==> src/rtl/bcd_pkg.sv <==
// bcd_pkg: shared types and helpers for the sequential binary-to-BCD converter.
//   state_t    - converter FSM states
//   min_digits - smallest digit count D with 10^D > 2^n
//   count_sig  - significant-digit count of a packed BCD word (minimum 1)
package bcd_pkg;

  typedef enum logic [1:0] {
    IDLE = 2'd0,
    CONV = 2'd1,
    DONE = 2'd2
  } state_t;

  // Widest supported operand is 64 bits, and 2^64 has 20 decimal digits.
  localparam int MAX_DIGITS = 20;
  localparam int MAX_BCD_W  = 4 * MAX_DIGITS;

  // Counting the digits of 2^n-1 gives the smallest D with 10^D >= 2^n.
  // 2^n is never a power of ten, so that D also gives 10^D > 2^n.
  function automatic int min_digits(input int n);
    logic [63:0] x;
    int          d;
    x = (n >= 64) ? {64{1'b1}} : ((64'd1 << n) - 64'd1);
    d = 1;
    while (x >= 64'd10) begin
      x = x / 64'd10;
      d = d + 1;
    end
    return d;
  endfunction

  function automatic int count_sig(input logic [MAX_BCD_W-1:0] b, input int digits);
    int r;
    r = 1;
    for (int i = 0; i < MAX_DIGITS; i++) begin
      if (i < digits && b[4*i +: 4] != 4'd0) r = i + 1;
    end
    return r;
  endfunction

endpackage

==> src/rtl/bcd_digit_adj.sv <==
// bcd_digit_adj: one double-dabble correction cell. It adds 3 (mod 16) to a BCD digit
// that is >= 5, so that the following left shift carries correctly into the next digit.
//   din  - digit before correction
//   dout - digit after correction
module bcd_digit_adj (
  input  logic [3:0] din,
  output logic [3:0] dout
);

  assign dout = (din >= 4'd5) ? din + 4'd3 : din;

endmodule

==> src/rtl/binary_to_bcd_seq.sv <==
// binary_to_bcd_seq: sequential double-dabble converter. It runs one shift-and-add-3
// iteration per clock.
// Optional feature: define SIGNED_INPUT_EN to treat in_data as two's complement.
//   clk, reset          - clock, asynchronous active-high reset
//   in_valid/in_ready   - operand handshake, in_data is the N-bit operand
//   out_valid/out_ready - result handshake
//   bcd                 - packed BCD result, digit 0 in bits [3:0]
//   ndigits             - significant digits (value 0 gives 1)
//   neg                 - operand was negative (always 0 in the unsigned build)
//
// state | meaning
// IDLE  | waiting for an operand, in_ready=1
// CONV  | one shift-and-add-3 step per clock, N steps in total
// DONE  | result held on bcd/ndigits/neg until out_ready
module binary_to_bcd_seq
  import bcd_pkg::*;
#(
  parameter int N      = 32,
  parameter int DIGITS = 10
) (
  input  logic                         clk,
  input  logic                         reset,
  input  logic                         in_valid,
  output logic                         in_ready,
  input  logic [N-1:0]                 in_data,
  output logic                         out_valid,
  input  logic                         out_ready,
  output logic [4*DIGITS-1:0]          bcd,
  output logic [$clog2(DIGITS+1)-1:0]  ndigits,
  output logic                         neg
);

  localparam int CW  = $clog2(N+1);
  localparam int NDW = $clog2(DIGITS+1);
  localparam int BW  = 4 * DIGITS;
  localparam int SW  = BW + N;

  if (N < 4 || N > 64) begin : g_bad_n
    $error("binary_to_bcd_seq: N must be in 4..64");
  end
  if (DIGITS < min_digits(N) || DIGITS > MAX_DIGITS) begin : g_bad_digits
    $error("binary_to_bcd_seq: DIGITS too small for N (need 10^DIGITS > 2^N) or too large");
  end

  state_t          state_q, state_d;
  logic            load;
  logic [CW-1:0]   cnt_q;
  logic [SW-1:0]   sr_q;
  logic [SW-1:0]   sr_shift;
  logic [BW-1:0]   bcd_adj;
  logic [BW-1:0]   bcd_final;
  logic [N-1:0]    mag;
  logic [BW-1:0]   bcd_q;
  logic [NDW-1:0]  nd_q;

  for (genvar g = 0; g < DIGITS; g++) begin : g_adj
    bcd_digit_adj u_adj (
      .din  (sr_q[N + 4*g +: 4]),
      .dout (bcd_adj[4*g +: 4])
    );
  end

  assign sr_shift  = {bcd_adj, sr_q[N-1:0]} << 1;
  assign bcd_final = sr_shift[SW-1 -: BW];

`ifdef SIGNED_INPUT_EN
  logic neg_pend;
  logic neg_q;
  // The most negative value negates to 2^(N-1), which still fits as an unsigned N-bit magnitude.
  assign mag = in_data[N-1] ? (~in_data + {{(N-1){1'b0}}, 1'b1}) : in_data;
  assign neg = neg_q;
`else
  assign mag = in_data;
  assign neg = 1'b0;
`endif

  always_ff @(posedge clk or posedge reset) begin
    if (reset) state_q <= IDLE;
    else       state_q <= state_d;
  end

  always_comb begin
    state_d   = state_q;
    in_ready  = 1'b0;
    out_valid = 1'b0;
    load      = 1'b0;
    case (state_q)
      IDLE: begin
        in_ready = 1'b1;
        if (in_valid) begin
          load    = 1'b1;
          state_d = CONV;
        end
      end
      CONV: begin
        if (cnt_q == CW'(1)) state_d = DONE;
      end
      DONE: begin
        out_valid = 1'b1;
        if (out_ready) begin
          in_ready = 1'b1;
          if (in_valid) begin
            load    = 1'b1;
            state_d = CONV;
          end else begin
            state_d = IDLE;
          end
        end
      end
      default: state_d = IDLE;
    endcase
  end

  always_ff @(posedge clk or posedge reset) begin
    if (reset) begin
      sr_q     <= '0;
      cnt_q    <= '0;
      bcd_q    <= '0;
      nd_q     <= NDW'(1);
`ifdef SIGNED_INPUT_EN
      neg_pend <= 1'b0;
      neg_q    <= 1'b0;
`endif
    end else if (load) begin
      sr_q     <= {{BW{1'b0}}, mag};
      cnt_q    <= CW'(N);
`ifdef SIGNED_INPUT_EN
      neg_pend <= in_data[N-1];
`endif
    end else if (state_q == CONV) begin
      sr_q  <= sr_shift;
      cnt_q <= cnt_q - CW'(1);
      // Result registers change only on the step that enters DONE, so they hold through DONE.
      if (cnt_q == CW'(1)) begin
        bcd_q <= bcd_final;
        nd_q  <= NDW'(count_sig(MAX_BCD_W'(bcd_final), DIGITS));
`ifdef SIGNED_INPUT_EN
        neg_q <= neg_pend;
`endif
      end
    end
  end

  assign bcd     = bcd_q;
  assign ndigits = nd_q;

endmodule

==> config.mk <==
export PLATFORM = sky130hd
export DESIGN_NAME = binary_to_bcd_seq
export DESIGN_NICKNAME = d
export VERILOG_FILES = /design/src/rtl/bcd_pkg.sv /design/src/rtl/bcd_digit_adj.sv /design/src/rtl/binary_to_bcd_seq.sv
export SDC_FILE = /design/constraint.sdc
export NUM_CORES = 1
export LEC_CHECK = 0
export ABC_CLOCK_PERIOD_IN_PS = 4800
export CAP_MARGIN = 0
export CORE_MARGIN = 3
export CORE_UTILIZATION = 45
export DETAILED_ROUTE_END_ITERATION = 10
export DONT_BUFFER_PORTS = 1
export PLACE_DENSITY = 0.59
export SLEW_MARGIN = 15
export SYNTH_ARGS = -nofsm -noshare
export SYNTH_HDL_FRONTEND = slang
export SYNTH_HIERARCHICAL = 1
export SYNTH_SLANG_ARGS = --single-unit
==> constraint.sdc <==
create_clock -name clk -period 4.8 [get_ports clk]
set_clock_uncertainty 0.15 [all_clocks]
set_input_delay 0.48 -clock clk [delete_from_list [all_inputs] [get_ports clk]]
set_output_delay 0.48 -clock clk [all_outputs]
set_load 0.05 [all_outputs]
* Word level (Yosys, flattened, before mapping)
Index checks and enable logic that the tools add are counted.
** Word-level totals
- Bits in registers :: 124
- Output and inout port bits :: 47
- Logic and storage cells :: 80
** Cells by class
- $add $sub $neg :: 11
- Magnitude comparators :: 10
- Equality and inequality tests :: 6
- Mux-type cells :: 34
- Bitwise logic cells :: 1
- Reductions and logical operators :: 13
** Operators with widths (number)
- 72-bit 2-to-1 mux :: 2
- 4-bit 2-to-1 mux :: 17
- 4-bit by 3-bit greater-or-equal comparator with 1-bit output (second input constant) :: 10
- 4-bit by 2-bit adder with 4-bit output (second input constant) :: 9
- 4-bit nonzero test :: 9
- 6-bit 2-to-1 mux :: 2
- 2-bit 2-to-1 mux :: 4
- 6-bit by 1-bit == test with 1-bit output (second input constant) :: 1
- 2-bit one-hot mux with 3 select lines :: 1
- 3-bit AND reduction :: 2
- 6-bit by 1-bit subtractor with 6-bit output (second input constant) :: 1
- 1-bit 2-to-1 mux :: 5
- 2-bit inequality test (second input constant) :: 2
- 1-bit one-hot mux with 2 select lines :: 2
- 3-bit by 2-bit adder with 3-bit output (second input constant) :: 1
- 3-bit 2-to-1 mux :: 1
- 2-bit by 1-bit == test with 1-bit output (second input constant) :: 1
- 2-bit == test (second input constant) :: 1
- 2-bit zero test :: 1
- 2-bit by 1-bit inequality test with 1-bit output (second input constant) :: 1
- 2-bit nonzero test :: 1
- 1-bit inverter :: 1

* Longest topological paths before layout
Gate-level depths: netlist of the first run.
- Word-level depth :: 12
- Mapped depth :: 9

* Cells and area by module
The synthesis of the first run kept the hierarchy.
** By module, submodules not included
- binary_to_bcd_seq :: times used 1, cells each 486, area an instance 5385.2 sq um, seq. area each 3104.2 sq um
- bcd_digit_adj :: times used 10, cells each 16, area an instance 101.3 sq um, seq. area each 0.0 sq um

* Worst setup path after synthesis of the first run
OpenSTA, ideal clock, no wires.
- Path type :: reg2reg
- Start :: register sr_q[40]
- End :: register nd_q[0] (netlist: ndigits[0])
- Library setup time :: 96 ps
- Data arrival time :: 2011 ps
- Required time :: 4554 ps
- Path slack :: 2543 ps
- Stages on the path, launching flop included :: 9
- Clock period less this slack :: 2257 ps
- Cell sequence :: dfrtp_1 ha_1 nand2b_1 a21oi_2 xnor2_1 or4_1 nand2b_1 a211oi_1 o221ai_1
** Between the ends
- Longest elaborated chain between the ends :: 11
- Elaborated cells on any way between the ends :: 13
- Classes of those cells :: 1 x add/sub; 1 x order compare; 9 x mux; 2 x reduce/logical
** Ends and longest elaborated chain
- start: declaration :: line binary_to_bcd_seq.sv:48 : logic [SW-1:0] sr_q;
- start signal: assignment :: line binary_to_bcd_seq.sv:125 : sr_q <= {{BW{1'b0}}, mag};
- start signal: assignment :: line binary_to_bcd_seq.sv:131 : sr_q <= sr_shift;
- 4-bit by 2-bit adder with 4-bit output or 4-bit by 3-bit greater-or-equal comparator with 1-bit output (tied branches) :: line bcd_digit_adj.sv:10 : assign dout = (din >= 4'd5) ? din + 4'd3 : din;
- 4-bit 2-to-1 mux (*) :: line bcd_digit_adj.sv:10
- net bcd_adj[8] :: line binary_to_bcd_seq.sv:50 : logic [BW-1:0] bcd_adj;
- 4-bit nonzero test (*) :: line bcd_pkg.sv:35 : if (i < digits && b[4*i +: 4] != 4'd0) r = i + 1;
- 4-bit 2-to-1 mux (*) (8 in a row) :: line bcd_pkg.sv:35
- end signal: assignment :: line binary_to_bcd_seq.sv:136 : nd_q <= NDW'(count_sig(MAX_BCD_W'(bcd_final), DIGITS));
- end: declaration :: line binary_to_bcd_seq.sv:54 : logic [NDW-1:0] nd_q;
Mark *: on every way through the listed nets, which the timed path passes. The rest lies on a longest branch.
A chain may end at the register's enable or synchronous reset.

* Final worst setup path of the first run
- Start :: register state_q[0]
- End :: register bcd_q[37] (netlist: bcd[37])
** Between the ends
- Longest elaborated chain between the ends :: 4
- Elaborated cells on any way between the ends :: 6
- Classes of those cells :: 2 x eq/ne; 1 x mux; 1 x bitwise; 2 x reduce/logical
** Ends and longest elaborated chain
- start: declaration :: line binary_to_bcd_seq.sv:45 : state_t state_q, state_d;
- start signal: assignment :: line binary_to_bcd_seq.sv:79 : else state_q <= state_d;
- 2-bit == test or 2-bit zero test (tied branches) :: line binary_to_bcd_seq.sv:87 : case (state_q)
- 1-bit one-hot mux with 2 select lines :: line binary_to_bcd_seq.sv:87
- 1-bit inverter (no line)
- 3-bit AND reduction (no line) (*)
- end signal: assignment :: line binary_to_bcd_seq.sv:135 : bcd_q <= bcd_final;
- end: declaration :: line binary_to_bcd_seq.sv:53 : logic [BW-1:0] bcd_q;
Every way passes the cells marked *; elsewhere a longest branch is shown, timed or not.

==> impl_metrics.toml, run 1 <==
[pwr]
p_per_area_nw_per_um2 = 822
ir_drop_v = 0.000314
power_leakage_nw = 3.24
fin_total_pwr_mw = 5.77

[place]
gp_congestion = 0.796
io_buffers = 0
place_inst = 791
place_area_um2 = 6430
place_hpwl_mm = 8.29

[layout]
nFillCells = 1266
stdcell_area_um2 = 7020
n_antenna_cell = 0
layout-drive-gt1-share_pct = 12.5
regArea_um2 = 3100
syn_to_final_growth_pct = 10.1
multiInputGateArea_um2 = 2970
nNetsFinal = 692
fin_cells = 823
final_util_pct = 51.8

[yosys]
ys_warn_count = 6
syn_area_um2 = 6380
synthCells = 642
avgSynthCellArea_um2 = 9.94
syn_nets = 700

[clock_tree]
post_cts_buffers = 0
cts_resized = 0
h-tree-depth = 4
clkLatencyLatePin_ns = 0.41
cts_tree = "yes"
cts.path.max_buffers = 2
cts.sinks = 124
hold_buffers = 0
cts_buffers = 17
path_clk_slew_ns = 0.06
cts_root_buffer = "clkbuf_16"

[detailed_routing]
wl_per_cell_um = 14.9
drc_errors = 0
drtIter0Drc = 274
wl_mm = 12.3
antenna_left = 0
via_per_inst = 5.18
drt-pass1-iter-count = 5
dr_total_vias = 4266

[sta]
slew_violations = 0
rsz0062_at_grt = "false"
setup_viol = 0
hold_slack_ns = -0.00479
fmax_mhz = 360
slew_headroom_pct = 35.2
tns_ns = 0
worst_slew_pin_slew_ns = 0.968
fin_crit_sh_pct = 57.9
period_minus_slack_ns = 2.78
hold_viol = 5

[floorplan]
io_pins = 83
row_count = 42
dieArea_um2 = 15600
coreArea_um2 = 13600
start_util_pct = 47.0
die_x_um = 125
die_h_um = 125

[critical_path]
cp-end-kind = "flip-flop"
worst_path_largest_cell_delay_ns = 0.79
cp_cell_sequence = "nor2b_4 > buf_4 > and3_4 > mux2_2"
cp.required_ns = 4.95
crit_type = "flip-flop to flip-flop"
start_kind = "flip-flop"
worstPathMaxFanout = 44
critPathSlowestCell = "and3_4"
arrival_ns = 2.92

[grt]
grt-ovfl-total = 0
grtUsageTotal_pct = 16.6
antenna_found_initial = 0
grt_pass1_wl_mm = 21.1
grt_pass1_vias = 4311
grt_max_degree = 79

[worst_hold_path]
hold_class = "input port to asynchronous set/reset pin"

[flow_run]
max_cap_viol_count = 0

[outcome]
status = "finished with violations"
violations = "hold timing"
per-stage QoR:
step	setup slack, ns	hold WS, ns
detailed placement	1.98	0.362
global placement	2.04	0.365
global route	1.84	0.0256
floorplan	0.872	0.307
CTS	1.99	0.0185
finish	2.02	-0.00479
routing by layer:
layer	vias to the layer above	GRT usage (%)	wire length, µm
met3	20	5.76	795
met2	93	26.3	5880
met1	2027	21.0	5410
met5	-	0	0
met4	0	6.31	204
li1	2126	-	-
power by group:
part | total [mW] | internal [mW] | switching, mW
Clock | 1.27 | 0.841 | 0.434
Combinational | 2.10 | 0.914 | 1.18
Sequential | 2.40 | 1.50 | 0.898
path summary, 6_finish.rpt:
kind,slack [ns],to,start,depth (start not counted)
setup / recovery,2.02,bcd[37],state_q[0],4
setup reg to reg,2.02,bcd[37],state_q[0],4
hold reg to reg,0.37,bcd[0],sr_q[31],2
min in group clk,0.04,sr_q[19],in_data[19],2
max in group asynchronous,3.35,sr_q[6],reset,2
hold / removal,-0.005,bcd[6],reset,1
layout by cell type, fill, tap and decap left out, types with 2 or more instances in the layout:
master       n
or4_1        4
inv_1       24
xor2_1       2
nor2b_1      2
a21oi_1     43
nand3_1      3
o22a_1       2
mux2i_1     41
nand2_1    170
mux2_2       3
a211oi_1     2
mux2_4      30
clkbuf_16   17
nand2b_1    21
bufinv_16    3
nor4_1       6
nor3b_2      2
clkbuf_1     6
clkbuf_8     2
o21ai_0     42
buf_4        5
nor2_1      21
a21oi_2     10
xnor2_1     12
mux2_1       3
dfrtp_1    123
o21ai_1      9
clkinv_2     3
ha_1        22
final cells by class:
type / instances / share of cell area (%)
well taps: 176 / 3.14
multi-input cells: 461 / 42.4
repair buffers: 5 / 0.535
flip-flops and latches: 124 / 44.2
clock buffers: 25 / 6.77
inverters: 25 / 1.37
clock inverters: 7 / 1.60
critical path: cells and delay by family, from the launching register on:
kind	cells	cell delay, ns
mux	1	0.41
buf+inv	1	0.45
simple gates	2	1.17
flops	1	0.46
state kept, by name (all words and copies together) (netlist names):
name     flops
sr_q        72
bcd         40
cnt_q        6
ndigits      4
state_q      2
No activity file was read; power rests on OpenSTA's default activity.
==> inputs of run 2 (changes only) <==
--- a/config.mk
+++ b/config.mk
@@ -5,7 +5,7 @@
 export SDC_FILE = /design/constraint.sdc
 export NUM_CORES = 1
 export LEC_CHECK = 0
-export ABC_CLOCK_PERIOD_IN_PS = 4800
+export ABC_CLOCK_PERIOD_IN_PS = 2800
 export CAP_MARGIN = 0
 export CORE_MARGIN = 3
 export CORE_UTILIZATION = 45
==> constraint.sdc (replaced) <==
create_clock -name clk -period 2.8 [get_ports clk]
set_clock_uncertainty 0.15 [all_clocks]
set_input_delay 0.28 -clock clk [delete_from_list [all_inputs] [get_ports clk]]
set_output_delay 0.28 -clock clk [all_outputs]
set_load 0.05 [all_outputs]
==> run 2 against run 1 <==
Net effect:
- the flow now finishes without violations
- sequential power rose by 71%
- via count rose by 5.0%
- fmax rose by 11%
- highest routed layer unchanged
==> impl_metrics.toml, run 2 (synthesis results as in run 1) <==
[critical_path]
worst_path_largest_cell_delay_ns = 0.53
cp-end-kind = "flip-flop"
worstPathMaxFanout = 5
crit_top_cell = "nand2b_1"
reg2reg_slack_ns = 0.31
start_kind = "flip-flop"
reg2reg_to = "ndigits[0]"
cp_cell_sequence = "ha_1 > nand2b_1 > a21oi_2 > xnor2_1 > or4_1 > nand2b_1 > a211oi_1 > o221ai_1"
reg2reg_from = "sr_q[40]"
crit_type = "flip-flop to flip-flop"
cp.required_ns = 2.97
timing.critical_path.from = "sr_q[40]"
r2r_cells = 8
critPathSlowestCell = "or4_1"
arrival_ns = 2.66

[grt]
grt_use_met3_pct = 5.54
antenna_found_initial = 0
grtUsageTotal_pct = 17.1
grt_pass1_wl_mm = 21.9
grt_pass1_vias = 4583
grt-ovfl-total = 0
grt_use_met1_pct = 21.5
grt_max_degree = 125
grt.met2_usage_pct = 27.9
top_usage_layer = "met2"

[clock_tree]
cts_buffers = 17
cts_tree = "yes"
cts.path.max_buffers = 2
cts_root_buffer = "clkbuf_16"
clkLatencyLatePin_ns = 0.41
post_cts_buffers = 0
h-tree-depth = 4
cts.sinks = 124
path_clk_slew_ns = 0.05
hold_buffers = 35
cts_resized = 0

[layout]
final_common_cell = "nand2_1"
most-common-layout-cells = "nand2_1, dfrtp_1, a21oi_1, o21ai_0, mux2i_1"
syn_to_final_growth_pct = 16.5
largest_reg_flops = 72
top_register = "sr_q"
layout-drive-gt1-share_pct = 12.9
nNetsFinal = 738
n_antenna_cell = 0
fin_cells = 867

[floorplan]
die_h_um = 125
start_util_pct = 47.0
dieArea_um2 = 15600
io_pins = 83
die_x_um = 125
coreArea_um2 = 13600
row_count = 42

[detailed_routing]
wl_per_cell_um = 14.8
via_per_inst = 5.17
dr_total_vias = 4480
antenna_left = 0
drtIter0Drc = 240
drt-pass1-iter-count = 4
drc_errors = 0
wl_mm = 12.8

[sta]
worst_slew_pin_slew_ns = 0.684
period_minus_slack_ns = 2.49
rsz0062_at_grt = "false"
setup_viol = 0
tns_ns = 0
fin_crit_sh_pct = 89.0
hold_viol = 0
fmax_mhz = 401
slew_violations = 0
slew_headroom_pct = 54.4

[worst_hold_path]
min_from = "in_valid"
min_path_cells = 3
hold_end = "cnt_q[3]"
hold_class = "input port to flip-flop"

[place]
gp_congestion = 0.819
place_inst = 802
io_buffers = 0
place_hpwl_mm = 8.29

[pwr]
p_per_area_nw_per_um2 = 1320
power_leakage_nw = 3.42
ir_drop_v = 0.000516

[outcome]
status = "complete, no violations"

[flow_run]
max_cap_viol_count = 0
[run 2: changes by cell type in the layout (fill, tap and decap cells not counted), moves of 2 or more]
cell	change
buf_4	+8
dlygate4sd3_1	+35
bufinv_16	-3
clkinv_2	-2
buf_12	+3
clkbuf_8	+3
[run 2: worst max-delay path by stage]
stage / end / slack, ns / cells after the start
after floorplan: ndigits[0] / 0.54 / 8
after global placement: ndigits[2] / 0.41 / 9
after detailed placement: ndigits[2] / 0.33 / 8
after CTS: ndigits[2] / 0.30 / 8
after global routing: ndigits[2] / 0.09 / 8
final: ndigits[0] / 0.31 / 8
[run 2: cell type report]
| type | instances | area, µm² |
|---|---|---|
| Inverter | 25 | 97.6 |
| Tap cell | 176 | 220 |
| Multi-Input combinational cell | 461 | 2970 |
| Timing Repair Buffer | 51 | 508 |
| Fill cell | 1160 | 6130 |
| Clock buffer | 29 | 520 |
| Sequential cell | 124 | 3100 |
| Clock inverter | 1 | 5.00 |
[run 2: where the power goes]
group | switching, mW | internal, mW
clock network | 0.707 | 1.24
logic | 2.05 | 1.71
registers | 1.54 | 2.57
[run 2: through the flow]
stage                     power [mW]  cell area (µm²)  util, %  hold slack (ns)  worst slack [ns]
after CTS                       9.94             7430     54.8            0.321             0.298
after global routing            10.6             7430     54.8            0.341            0.0896
after floorplan                 7.00             6380        -            0.237             0.543
after detailed placement        7.93             6550     48.3            0.246             0.328
after global placement          7.76             6550     48.3            0.245             0.413
final                           9.82             7430     54.8            0.319             0.308
[run 2: worst max-delay path: cells and delay by family (launching register included)]
kind / cells / cell delay (ns)
simple gates: 3 / 0.88
compound gates: 3 / 0.59
flops: 1 / 0.43
fa+ha+maj: 1 / 0.22
xor+xnor: 1 / 0.13
[run 2: per-layer routing]
layer / up-vias / part of all wire, %
met3: 17 / 4.7
met2: 92 / 47
met1: 2153 / 46
li1: 2218 / -
met5: - / 0
met4: 0 / 1.5
